<file path="config.mk">
export PLATFORM = sky130hd
export DESIGN_NAME = fetch_stage
export DESIGN_NICKNAME = d
export VERILOG_FILES = /design/src/rtl/fetch_stage.sv
export SDC_FILE = /design/constraint.sdc
export NUM_CORES = 1
export LEC_CHECK = 0
export CORE_MARGIN = 10
export CORE_UTILIZATION = 30
export CTS_CLUSTER_DIAMETER = 40
export DETAILED_ROUTE_END_ITERATION = 16
export PLACE_DENSITY = 0.64
export SYNTH_ARGS = -nofsm -noshare
export SYNTH_HDL_FRONTEND = slang
export SYNTH_SLANG_ARGS = --single-unit
</file>
<file path="constraint.sdc">
create_clock -name clk -period 12 [get_ports clk]
set_input_delay 1.8 -clock clk [delete_from_list [all_inputs] [get_ports clk]]
set_output_delay 1.8 -clock clk [all_outputs]
set_load 0.05 [all_outputs]
</file>
<file path="src/rtl/fetch_stage.sv">
// Instruction fetch stage: PC register, single-outstanding instruction-memory
// request FSM, and the IF/ID pipeline register with a skid buffer for stalls.
module fetch_stage #(
   parameter int                    DATA_WIDTH = 32,
   parameter logic [DATA_WIDTH-1:0] RESET_PC   = 32'h0000_0000
) (
   input  logic                  clk,
   input  logic                  rst_n,
   input  logic                  StallF,
   input  logic                  StallD,
   input  logic                  FlushD,
   input  logic                  PCSrcE,
   input  logic [DATA_WIDTH-1:0] PCTargetE,
   output logic                  imem_req,
   output logic [DATA_WIDTH-1:0] imem_addr,
   input  logic                  imem_gnt,
   input  logic                  imem_rvalid,
   input  logic [DATA_WIDTH-1:0] imem_rdata,
   output logic [DATA_WIDTH-1:0] instrD,
   output logic [DATA_WIDTH-1:0] PCD,
   output logic [DATA_WIDTH-1:0] PCPlus4D,
   output logic                  validD
);

   localparam logic [DATA_WIDTH-1:0] NOP   = DATA_WIDTH'(32'h0000_0013);
   localparam logic [DATA_WIDTH-1:0] FOUR  = DATA_WIDTH'(4);

   typedef enum logic [1:0] {IDLE, REQ, WAIT, HOLD} state_t;

   state_t                state_q, state_d, next_ps;
   logic [DATA_WIDTH-1:0] pcf_q, pcf_d;
   logic                  discard_q, discard_d;
   logic [DATA_WIDTH-1:0] pc_pend_q, pc_pend_d;
   logic [DATA_WIDTH-1:0] skid_q, skid_d;
   logic [DATA_WIDTH-1:0] instr_q, instr_d;
   logic [DATA_WIDTH-1:0] pcd_q, pcd_d;
   logic [DATA_WIDTH-1:0] pcp4_q, pcp4_d;
   logic                  valid_q, valid_d;
   logic                  req_c;
   logic                  load_c;
   logic [DATA_WIDTH-1:0] load_word_c;

   always_comb begin
      state_d     = state_q;
      pcf_d       = pcf_q;
      discard_d   = discard_q;
      pc_pend_d   = pc_pend_q;
      skid_d      = skid_q;
      req_c       = 1'b0;
      load_c      = 1'b0;
      load_word_c = imem_rdata;
      next_ps     = StallF ? IDLE : REQ;

      unique case (state_q)
         IDLE: begin
            if (!StallF) state_d = REQ;
         end
         REQ: begin
            req_c = !StallF;
            if (req_c && imem_gnt) begin
               pc_pend_d = pcf_q;
               pcf_d     = pcf_q + FOUR;
               discard_d = PCSrcE;
               state_d   = WAIT;
            end
         end
         WAIT: begin
            if (PCSrcE) discard_d = 1'b1;
            // A redirect in the same cycle as the response makes it wrong-path too.
            if (imem_rvalid) begin
               if (discard_q || PCSrcE) begin
                  discard_d = 1'b0;
                  state_d   = next_ps;
               end else if (StallD) begin
                  skid_d  = imem_rdata;
                  state_d = HOLD;
               end else begin
                  load_c  = 1'b1;
                  state_d = next_ps;
               end
            end
         end
         HOLD: begin
            if (PCSrcE) begin
               state_d = REQ;
            end else if (!StallD) begin
               load_c      = 1'b1;
               load_word_c = skid_q;
               state_d     = next_ps;
            end
         end
         default: state_d = IDLE;
      endcase

      if (PCSrcE) pcf_d = PCTargetE;
   end

   always_comb begin
      instr_d = instr_q;
      pcd_d   = pcd_q;
      pcp4_d  = pcp4_q;
      valid_d = valid_q;
      if (FlushD || (!StallD && !load_c)) begin
         instr_d = NOP;
         pcd_d   = '0;
         pcp4_d  = '0;
         valid_d = 1'b0;
      end else if (!StallD) begin
         instr_d = load_word_c;
         pcd_d   = pc_pend_q;
         pcp4_d  = pc_pend_q + FOUR;
         valid_d = 1'b1;
      end
   end

   always_ff @(posedge clk or negedge rst_n) begin
      if (!rst_n) begin
         state_q   <= IDLE;
         pcf_q     <= RESET_PC;
         discard_q <= 1'b0;
         instr_q   <= NOP;
         pcd_q     <= '0;
         pcp4_q    <= '0;
         valid_q   <= 1'b0;
      end else begin
         state_q   <= state_d;
         pcf_q     <= pcf_d;
         discard_q <= discard_d;
         instr_q   <= instr_d;
         pcd_q     <= pcd_d;
         pcp4_q    <= pcp4_d;
         valid_q   <= valid_d;
      end
   end

   // Pending PC and skid word are only read when the FSM says they are valid.
   always_ff @(posedge clk) begin
      pc_pend_q <= pc_pend_d;
      skid_q    <= skid_d;
   end

   assign imem_req  = req_c;
   assign imem_addr = pcf_q;
   assign instrD    = instr_q;
   assign PCD       = pcd_q;
   assign PCPlus4D  = pcp4_q;
   assign validD    = valid_q;

endmodule

</file>
# After elaboration in Yosys (flattened, before gate mapping)

Index checks and enable logic that the tools add are counted.

$add $sub $neg: 2
Equal/unequal tests: 8
Multiplexer cells: 33
Bitwise logic cells: 1
Reductions and logical operators: 16

Operators with widths:

| cell                  | count |
|---|---|
| $mux 32               | 11 |
| $add 32x3->32 const B | 2 |
| $mux 2                | 7 |
| $mux 1                | 12 |
| $pmux 2 s4            | 1 |
| $reduce_and 4->1      | 2 |
| $ne 2x2->1 const B    | 3 |
| $reduce_and 2->1      | 3 |
| $reduce_bool 2->1     | 3 |
| $eq 2x2->1 const B    | 2 |
| $pmux 1 s2            | 2 |
| $logic_not 1->1       | 3 |
| $ne 3x3->1 const B    | 1 |
| $eq 2x1->1 const B    | 1 |
| $logic_and 1x1->1     | 2 |
| $logic_not 2->1       | 1 |
| $logic_or 1x1->1      | 2 |
| $ne 2x1->1 const B    | 1 |
| $not 1->1             | 1 |

Register bits after elaboration: 196
Output and inout bits: 130
Logic and storage cells: 69

# Depth between registers and ports, before layout

Gate-level depths: netlist (run 1).

Depth after elaboration: 8
Depth in mapped cells: 7

# Worst setup path after synthesis (run 1)

No wires, ideal clock.

Path type: input to register
Start: input port PCSrcE
End: register skid_q[0], enable pin
Library setup time: 503 ps
Data arrival time: 5206 ps
Required time: 11497 ps
Setup slack: 6292 ps
Stages on the path: 3
Cell sequence: buf_2 > nand2b_1 > nor4_1

Word-level cells in the longest chain between the ends: 3

RTL lines:

| item                       | line | source |
|---|---|---|
| from (decl)                | 12   | `input logic PCSrcE,` |
| $logic_or 1x1->1           | 71   | `if (discard_q \|\| PCSrcE) begin` |
| $not 1->1 (no line)        | n/a  |  |
| $reduce_and 4->1 (no line) | n/a  |  |
| to (signal assigned)       | 139  | `skid_q <= skid_d;` |
| to (decl)                  | 34   | `logic [DATA_WIDTH-1:0] skid_q, skid_d;` |

Every way passes these cells.
A chain may end at the register's enable or synchronous reset.

# Final worst setup path (run 1)

Start: input port StallF
End: output port imem_req

Word-level cells in the longest chain between the ends: 2

RTL lines:

| item            | line | source |
|---|---|---|
| from (decl)     | 9    | `input logic StallF,` |
| $logic_not 1->1 | 59   | `req_c = !StallF;` |
| $mux 1          | 54   | `unique case (state_q)` |
| to (decl)       | 14   | `output logic imem_req,` |

Every way passes these cells.

==> impl_metrics.env, run 1 <==
export IMPL_relSlewSlack=0.2568
export IMPL_cts_root_buffer="clkbuf_16"
export IMPL_cts_tree="yes"
export IMPL_hold_slack_ns=0.4789
export IMPL_hold_class="flop to flop"
export IMPL_avgSynthCellArea_um2=11.95
export IMPL_start_util=0.3033
export IMPL_drive_gt1_frac=0.06885
export IMPL_synth_seq_cells=194
export IMPL_yosys_area_top_type="dfrtp_1"
export IMPL_syn2layout_area_growth_pct=35.59
export IMPL_port_buffers=201
export IMPL_drv_slew=0
export IMPL_synthDistinctLibCells=46
export IMPL_drtAntennaViolNets=0
export IMPL_vias_per_cell=4.691
export IMPL_fp_dieH_um=184.8
export IMPL_layout_worst_path_cycle_share=0.4278
export IMPL_syn_nets=756
export IMPL_cts_sinks=194
export IMPL_ys_seq_area_frac=0.6353
export IMPL_post_drt_wl_per_cell_um=18.46
export IMPL_required_ns=10.20
export IMPL_tns_ns=0
export IMPL_cp_start_kind="primary input"
export IMPL_totalWireLength_um=22670
export IMPL_antenna_found_initial=1
export IMPL_gp_congestion=0.7781
export IMPL_gr_total_overflow=0
export IMPL_cts_max_path_buffers=2
export IMPL_end_kind="output port"
export IMPL_power_density_mw_per_mm2=151.7
export IMPL_h_tree_depth=4
export IMPL_reg2reg_slack_ns=9.13
export IMPL_fp_dieW_um=184.8
export IMPL_hpwl_um=16430
export IMPL_synth_flop_cell="dfrtp_1"
export IMPL_postCtsResizedCells=0
export IMPL_grt_use_total=0.1333
export IMPL_final_hold_viol_count=0
export IMPL_drc=0
export IMPL_syn_area_mm2=0.008152
export IMPL_peakVddDrop_v=0.00007466
export IMPL_layout_commonest_cell="clkdlybuf4s50_1"
export IMPL_grt_max_degree=77
export IMPL_postCtsSetupRepairBufs=0
export IMPL_clk_pin_slew_ns=0.07
export IMPL_final_cell_mix="199 x clkdlybuf4s50_1, 127 x dfrtp_1, 115 x nand2_1"
export IMPL_netlist_instances=682
export IMPL_clkLatencyLatePin_ns=0.42
export IMPL_grt_setup_unrepaired="false"
export IMPL_io_pins=202
export IMPL_hold_buffers=0
export IMPL_path_max_fanout=3
export IMPL_cts_buffers=17
export IMPL_synth_edf_count=64
export IMPL_fmax_ghz=0.1948
export IMPL_tightest_slew_ns=1.111
export IMPL_grt_pass1_wl_um=35180
export IMPL_power_leakage_nw=4.450
export IMPL_skew_ns=0.01041
export IMPL_synthArstFlopShare=0.6701
export IMPL_rows=60
export IMPL_cap_violations=0
export IMPL_dieArea_mm2=0.03417
export IMPL_synth_area_leaders="dfrtp_1 39%, edfxtp_1 24%, nand2_1 5.3%"
export IMPL_min_period_ns=5.133
export IMPL_core_area_mm2=0.02688
export IMPL_crit_arrival_ns=3.33
export IMPL_finalNetCount=947
export IMPL_status="complete, no violations"
export IMPL_grt_pass1_vias=5820
export IMPL_synth_top_cell_area_share=0.3899
export IMPL_final_util=0.4113
export IMPL_crit_type="primary input to output port"
export IMPL_ys_warn_count=0
export IMPL_setup_viol=0
export IMPL_vias=5761
export IMPL_first_pass_iters=4
export IMPL_drt_first_iter_violations=355
[metal layers]
metal | vias up | GRT usage | share of wire
met5 | - | 0 | 0
met4 | 0 | 0.03641 | 0.0098
met3 | 13 | 0.04545 | 0.077
met2 | 177 | 0.1957 | 0.44
met1 | 2759 | 0.1824 | 0.47
li1 | 2812 | - | -
[report_power, final]
group	internal (mW)	switching, mW
Sequential	0.737	0.0517
Combinational	0.119	0.207
Clock	0.294	0.268
[critical path, stage by stage]
cell	delay [ns]
clkdlybuf4s50_1	0.44
nor2_1	0.15
and2_1	0.14
clkdlybuf4s50_1	0.80
[layout make-up]
cell class	instances	area, um^2
diodes	1	2.502
clock buffers	18	429.2
clock inverters	14	145.1
fillers	2584	15820
inverters	11	41.29
multi-input cells	442	2776
flip-flops and latches	194	5179
well taps	341	426.7
repair buffers	207	2053
[registers in the layout, summed over array words and instances (netlist names)]
| name | flops |
|---|---|
| discard_q | 1 |
| skid_q | 32 |
| PCD | 32 |
| pc_pend_q | 32 |
| instrD | 32 |
| imem_addr | 32 |
| state_q | 2 |
| PCPlus4D | 30 |
| validD | 1 |
[worst paths after layout]
path,from,to,cells past startpoint
min in group asynchronous,rst_n,instrD[6],1
min,instrD[23],instrD[23],2
max reg2reg,state_q[0],imem_addr[28],5
min reg2reg,instrD[23],instrD[23],2
max in group asynchronous,rst_n,PCPlus4D[30],2
max,StallF,imem_req,4
[cell families (layout without fill, tap and decap cells)]
logic type	after synthesis	count (layout)	share of synthesized area
XOR/XNOR	57	57	0.06124
AO/OA/AOI/OAI	131	131	0.09701
multiplexers	37	37	0.04605
adder cells (fa/ha/maj)	2	2	0.003069
AND/OR/NAND/NOR	215	215	0.1303
other	0	1	0
flip-flops	194	194	0.6353
buffers and inverters	46	250	0.02701
[through the flow]
step | total power [mW] | area (um^2) | worst slack (ns) | std cells
final | 1.677 | 11050 | 6.867 | 1228
after CTS | 1.704 | 11050 | 6.864 | 1227
after detailed placement | 1.133 | 10480 | 6.879 | 1195
after floorplan | 0.9936 | 8152 | 6.292 | 682
after global routing | 1.757 | 11050 | 6.829 | 1228
after global placement | 1.129 | 10480 | 6.869 | 1195
[cell usage after synthesis, types with 3 or more instances]
master      n
nor4_1      6
and4_1      4
nand2_1   116
a22o_1     30
o21ai_0    79
inv_1      11
xnor2_1    25
dfrtp_1   127
nand3_1    16
and2_1      3
nand4_1    22
edfxtp_1   64
nor2_1     15
nor4_4      3
a21oi_1     6
mux2i_1    33
o21ai_1     9
clkbuf_1   21
and3_1      7
mux2_2      4
nor3_1     11
dfstp_2     3
xor2_1     32
buf_2       5
No activity file was read; power rests on OpenSTA's default activity.
==> inputs of run 2 (changes only) <==
clock period = 5.3 ns   (was 12 ns; I/O delays follow)
==> impl_metrics.env, run 2 (synthesis results as in run 1) <==
export IMPL_reg2reg_to="imem_addr[28]"
export IMPL_cp_start_kind="primary input"
export IMPL_drtAntennaViolNets=0
export IMPL_crit_chain="clkdlybuf4s50_1, nor2_1, and2_1, clkdlybuf4s50_1"
export IMPL_cts_max_path_buffers=2
export IMPL_cts_tree="yes"
export IMPL_hold_buffers=0
export IMPL_cap_violations=0
export IMPL_finalNonFillerCells=1228
export IMPL_clk_pin_slew_ns=0.08
export IMPL_vias=5815
export IMPL_critPathSlowestCell="clkdlybuf4s50_1"
export IMPL_power_density_mw_per_mm2=345.3
export IMPL_port_buffers=201
export IMPL_nFillCells=2549
export IMPL_grt_pass1_vias=5924
export IMPL_postCtsSetupRepairBufs=0
export IMPL_max_stage_delay_ns=0.81
export IMPL_vias_per_cell=4.735
export IMPL_p_seq_frac=0.467
export IMPL_peakVddDrop_v=0.0001993
export IMPL_dieArea_mm2=0.03417
export IMPL_first_pass_iters=4
export IMPL_drc=0
export IMPL_combPwrFrac=0.194
export IMPL_post_drt_wl_per_cell_um=18.82
export IMPL_hold_class="primary input to asynchronous set/reset pin"
export IMPL_start_util=0.3033
export IMPL_core_area_mm2=0.02688
export IMPL_status="complete, no violations"
export IMPL_gp_congestion=0.7893
export IMPL_clkPwrFrac=0.340
export IMPL_reg2reg_slack_ns=2.48
export IMPL_worstRegToRegCells=5
export IMPL_fp_dieW_um=184.8
export IMPL_p_sw_frac=0.3175
export IMPL_clkLatencyLatePin_ns=0.43
export IMPL_crit_start="StallF"
export IMPL_cts_root_buffer="clkbuf_16"
export IMPL_gr_total_overflow=0
export IMPL_tns_ns=0
export IMPL_relSlewSlack=0.2023
export IMPL_ff_latch_area_mm2=0.005179
export IMPL_fmax_ghz=0.3200
export IMPL_required_ns=4.51
export IMPL_skew_ns=0.01257
export IMPL_fp_dieH_um=184.8
export IMPL_grt_pass1_wl_um=35960
export IMPL_layout_commonest_cell="clkdlybuf4s50_1"
export IMPL_totalWireLength_um=23120
export IMPL_internal_power_mw=2.613
export IMPL_io_pins=202
export IMPL_antenna_found_initial=0
export IMPL_crit_path_frequent_cell="clkdlybuf4s50_1"
export IMPL_hpwl_um=16620
export IMPL_grt_setup_unrepaired="false"
export IMPL_cts_buffers=17
export IMPL_setup_viol=0
export IMPL_end_kind="output port"
export IMPL_power_leakage_nw=4.469
export IMPL_drv_slew=0
export IMPL_rows=60
export IMPL_multi_input_area_mm2=0.002776
export IMPL_path_max_fanout=3
export IMPL_crit_arrival_ns=2.33
export IMPL_layout_worst_path_cycle_share=0.5897
export IMPL_drive_gt1_frac=0.07103
export IMPL_endpoint="imem_req"
export IMPL_postCtsResizedCells=0
export IMPL_grt_use_total=0.1346
export IMPL_grt_max_degree=99
export IMPL_syn2layout_area_growth_pct=36.01
export IMPL_cts_sinks=194
export IMPL_dp_cells=1196
export IMPL_final_cell_mix="199 x clkdlybuf4s50_1, 127 x dfrtp_1, 115 x nand2_1"
export IMPL_h_tree_depth=4
export IMPL_crit_type="primary input to output port"
export IMPL_drt_first_iter_violations=431
export IMPL_min_period_ns=3.125
export IMPL_r2r_start="state_q[0]"
export IMPL_n_antenna_cell=0
export IMPL_final_hold_viol_count=0
export IMPL_tightest_slew_ns=1.194
export IMPL_finalNetCount=948
export IMPL_p_switching_mw=1.215
run 2: cell types whose count changed in the layout (fill, tap and decap cells not counted):
cell / previous run / this run
clkinv_4: 4 / 1
inv_6: 3 / 8
clkbuf_1: 1 / 0
buf_12: 0 / 1
clkinvlp_4: 2 / 1
clkinv_8: 0 / 2
diode_2: 1 / 0
inv_8: 3 / 1
run 2: layout make-up:
class                           instances  share of cell area
Clock buffer                           17             0.03837
Clock inverter                         15             0.01490
Inverter                               11            0.003724
Multi-Input combinational cell        442              0.2504
Sequential cell                       194              0.4671
Tap cell                              341             0.03848
Timing Repair Buffer                  208              0.1870
run 2: worst max-delay path: cells and delay by family:
kind / cells / cell delay, ns
buffers and inverters: 2 / 1.26
and+or+nand+nor: 2 / 0.28
run 2: per-layer routing:
layer | track usage | vias up | wire length (um)
li1 | - | 2810 | -
met1 | 0.1842 | 2804 | 10720
met2 | 0.1999 | 185 | 10270
met3 | 0.04565 | 16 | 1900
met5 | 0 | - | 0
met4 | 0.03186 | 0 | 231
run 2: worst min path at each step:
stage            startpoint        end  slack [ns]  cells past startpoint
6_report              rst_n  instrD[5]        0.43                      1
5_1_grt        pc_pend_q[1]     PCD[1]        0.50                      1
4_1_cts        pc_pend_q[1]     PCD[1]        0.48                      1
3_5_place_dp   pc_pend_q[0]     PCD[0]        0.46                      1
3_3_place_gp   pc_pend_q[1]     PCD[1]        0.45                      1
2_1_floorplan  pc_pend_q[0]     PCD[0]        0.45                      1
run 2: power by group through the flow:
stage,Clock [mW],Sequential [mW],Combinational [mW]
final,1.30,1.79,0.742
after global routing,1.41,1.81,0.792
after CTS,1.35,1.79,0.753
after detailed placement,0,1.82,0.751
after global placement,0,1.81,0.746
after floorplan,0,1.99,0.263
run 2: stage by stage:
stage                 util  total power [mW]  area, um^2  hold slack (ns)  worst slack (ns)
finish              0.4125             3.828       11090           0.4342             2.175
floorplan                -             2.250        8152           0.4493            0.5969
global route        0.4125             4.006       11090           0.4981             2.061
global placement    0.3905             2.558       10500           0.4546             1.851
CTS                 0.4125             3.894       11090           0.4835             2.172
detailed placement  0.3905             2.567       10500           0.4593             1.812
==> inputs of run 3 (changes only) <==
PLACE_DENSITY = 0.66   (was 0.64)
clock period = 2.7 ns   (was 5.3 ns; I/O delays follow)
==> impl_metrics.env, run 3 (synthesis results as in run 1) <==
export IMPL_max_stage_delay_ns=0.66
export IMPL_postCtsSetupRepairBufs=0
export IMPL_antenna_found_initial=1
export IMPL_grt_max_degree=68
export IMPL_skew_ns=0.01101
export IMPL_vias_per_cell=4.745
export IMPL_cts_sinks=194
export IMPL_fp_dieH_um=184.8
export IMPL_first_pass_iters=4
export IMPL_vias=5884
export IMPL_drv_slew=0
export IMPL_dieArea_mm2=0.03417
export IMPL_drc=0
export IMPL_gr_total_overflow=0
export IMPL_path_buf_inv=0
export IMPL_core_area_mm2=0.02688
export IMPL_required_ns=2.99
export IMPL_rows=60
export IMPL_cts_max_path_buffers=2
export IMPL_tightest_slew_ns=0.6874
export IMPL_crit_type="flop to flop"
export IMPL_status="complete, no violations"
export IMPL_drtAntennaViolNets=0
export IMPL_grt_setup_unrepaired="false"
export IMPL_multi_input_area_mm2=0.002785
export IMPL_drive_gt1_frac=0.08129
export IMPL_drt_first_iter_violations=360
export IMPL_post_drt_wl_per_cell_um=18.47
export IMPL_relSlewSlack=0.5417
export IMPL_layout_worst_path_cycle_share=0.8327
export IMPL_totalWireLength_um=22900
export IMPL_finalNetCount=959
export IMPL_crit_arrival_ns=2.54
export IMPL_grt_pass1_wl_um=35180
export IMPL_hold_class="flop to flop"
export IMPL_peakVddDrop_v=0.0003492
export IMPL_crit_chain="ha_1, nand3_1, or4_1, nor4_1, xnor2_1, o21ai_1"
export IMPL_cts_root_buffer="clkbuf_16"
export IMPL_final_hold_viol_count=0
export IMPL_clkLatencyLatePin_ns=0.43
export IMPL_gp_congestion=0.8205
export IMPL_p_total_mw=7.487
export IMPL_path_max_fanout=5
export IMPL_port_buffers=201
export IMPL_clk_pin_slew_ns=0.08
export IMPL_ff_latch_area_mm2=0.005179
export IMPL_io_pins=202
export IMPL_critPathTopFamily="simple AND/OR/NAND/NOR gates"
export IMPL_fmax_ghz=0.4448
export IMPL_min_period_ns=2.248
export IMPL_power_leakage_nw=4.523
export IMPL_grt_use_total=0.1321
export IMPL_syn2layout_area_growth_pct=37.33
export IMPL_setup_viol=0
export IMPL_cts_tree="yes"
export IMPL_cts_buffers=17
export IMPL_power_density_mw_per_mm2=668.8
export IMPL_critPathSlowestCell="or4_1"
export IMPL_cp_start_kind="flop"
export IMPL_layout_commonest_cell="clkdlybuf4s50_1"
export IMPL_hpwl_um=16800
export IMPL_nFillCells=2499
export IMPL_start_util=0.3033
export IMPL_end_kind="flop"
export IMPL_final_cell_mix="198 x clkdlybuf4s50_1, 127 x dfrtp_1, 115 x nand2_1"
export IMPL_grt_pass1_vias=5924
export IMPL_h_tree_depth=4
export IMPL_cap_violations=0
export IMPL_tns_ns=0
export IMPL_fp_dieW_um=184.8
[run 3: cell count changes in the layout (fill, tap and decap cells not counted), moves of 2 or more]
| cell | before | now |
|---|---|---|
| clkinv_4 | 1 | 4 |
| inv_6 | 8 | 3 |
| buf_4 | 6 | 15 |
| buf_12 | 1 | 3 |
[run 3: worst paths after layout]
kind,from,cells after the start,to,slack (ns)
worst max-delay path,pc_pend_q[2],6,PCPlus4D[28],0.45
worst min-delay path,instrD[3],2,instrD[3],0.48
worst min register to register,instrD[3],2,instrD[3],0.48
max in group asynchronous,rst_n,3,instrD[1],1.36
min in group asynchronous,rst_n,2,instrD[6],0.55
worst max register to register,pc_pend_q[2],6,PCPlus4D[28],0.45
[run 3: power by group]
group / internal, mW / leakage [nW] / switching, mW / total (mW)
Combinational: 0.550 / 1.92 / 0.931 / 1.48
Clock: 1.30 / 0.278 / 1.20 / 2.50
Sequential: 3.27 / 2.32 / 0.233 / 3.51
Total: 5.13 / 4.52 / 2.36 / 7.49
[run 3: cell type report]
cell class / instances / share of cell area
sequential: 194 / 0.4626
timing repair buffer: 219 / 0.1948
tap: 341 / 0.03811
clock inverter: 15 / 0.01375
antenna: 1 / 0.0002235
clock buffer: 17 / 0.03800
inverter: 11 / 0.003688
multi-input combinational: 442 / 0.2488
[run 3: what timing repair did]
action	CTS	global route
hold buffers	1	0
resized for setup	0	0
endpoints found under the hold margin	1	0
[run 3: worst reg2reg max path, cell delays in order (launching register included)]
cell and delay [ns]:
edfxtp_1 0.42, ha_1 0.21, nand3_1 0.17, or4_1 0.67, nor4_1 0.40, xnor2_1 0.17, o21ai_1 0.07
[run 3: routing by layer]
layer / share of wire / GRT usage / vias up
met5: 0 / 0 / -
met3: 0.072 / 0.04408 / 11
li1: - / - / 2840
met4: 0.0086 / 0.03186 / 0
met1: 0.48 / 0.1824 / 2851
met2: 0.44 / 0.1947 / 182
[run 3: stage by stage]
step | worst slack (ns) | hold slack, ns | instance area [um^2] | instances | utilization
finish | 0.4516 | 0.4755 | 11190 | 1240 | 0.4165
detailed placement | 0.2841 | 0.4671 | 10600 | 1206 | 0.3945
global route | 0.3744 | 0.5011 | 11190 | 1240 | 0.4165
floorplan | 0.4665 | 0.1094 | 8167 | 682 | -
CTS | 0.4310 | 0.4538 | 11190 | 1239 | 0.4164
global placement | 0.3829 | 0.4540 | 10600 | 1206 | 0.3945
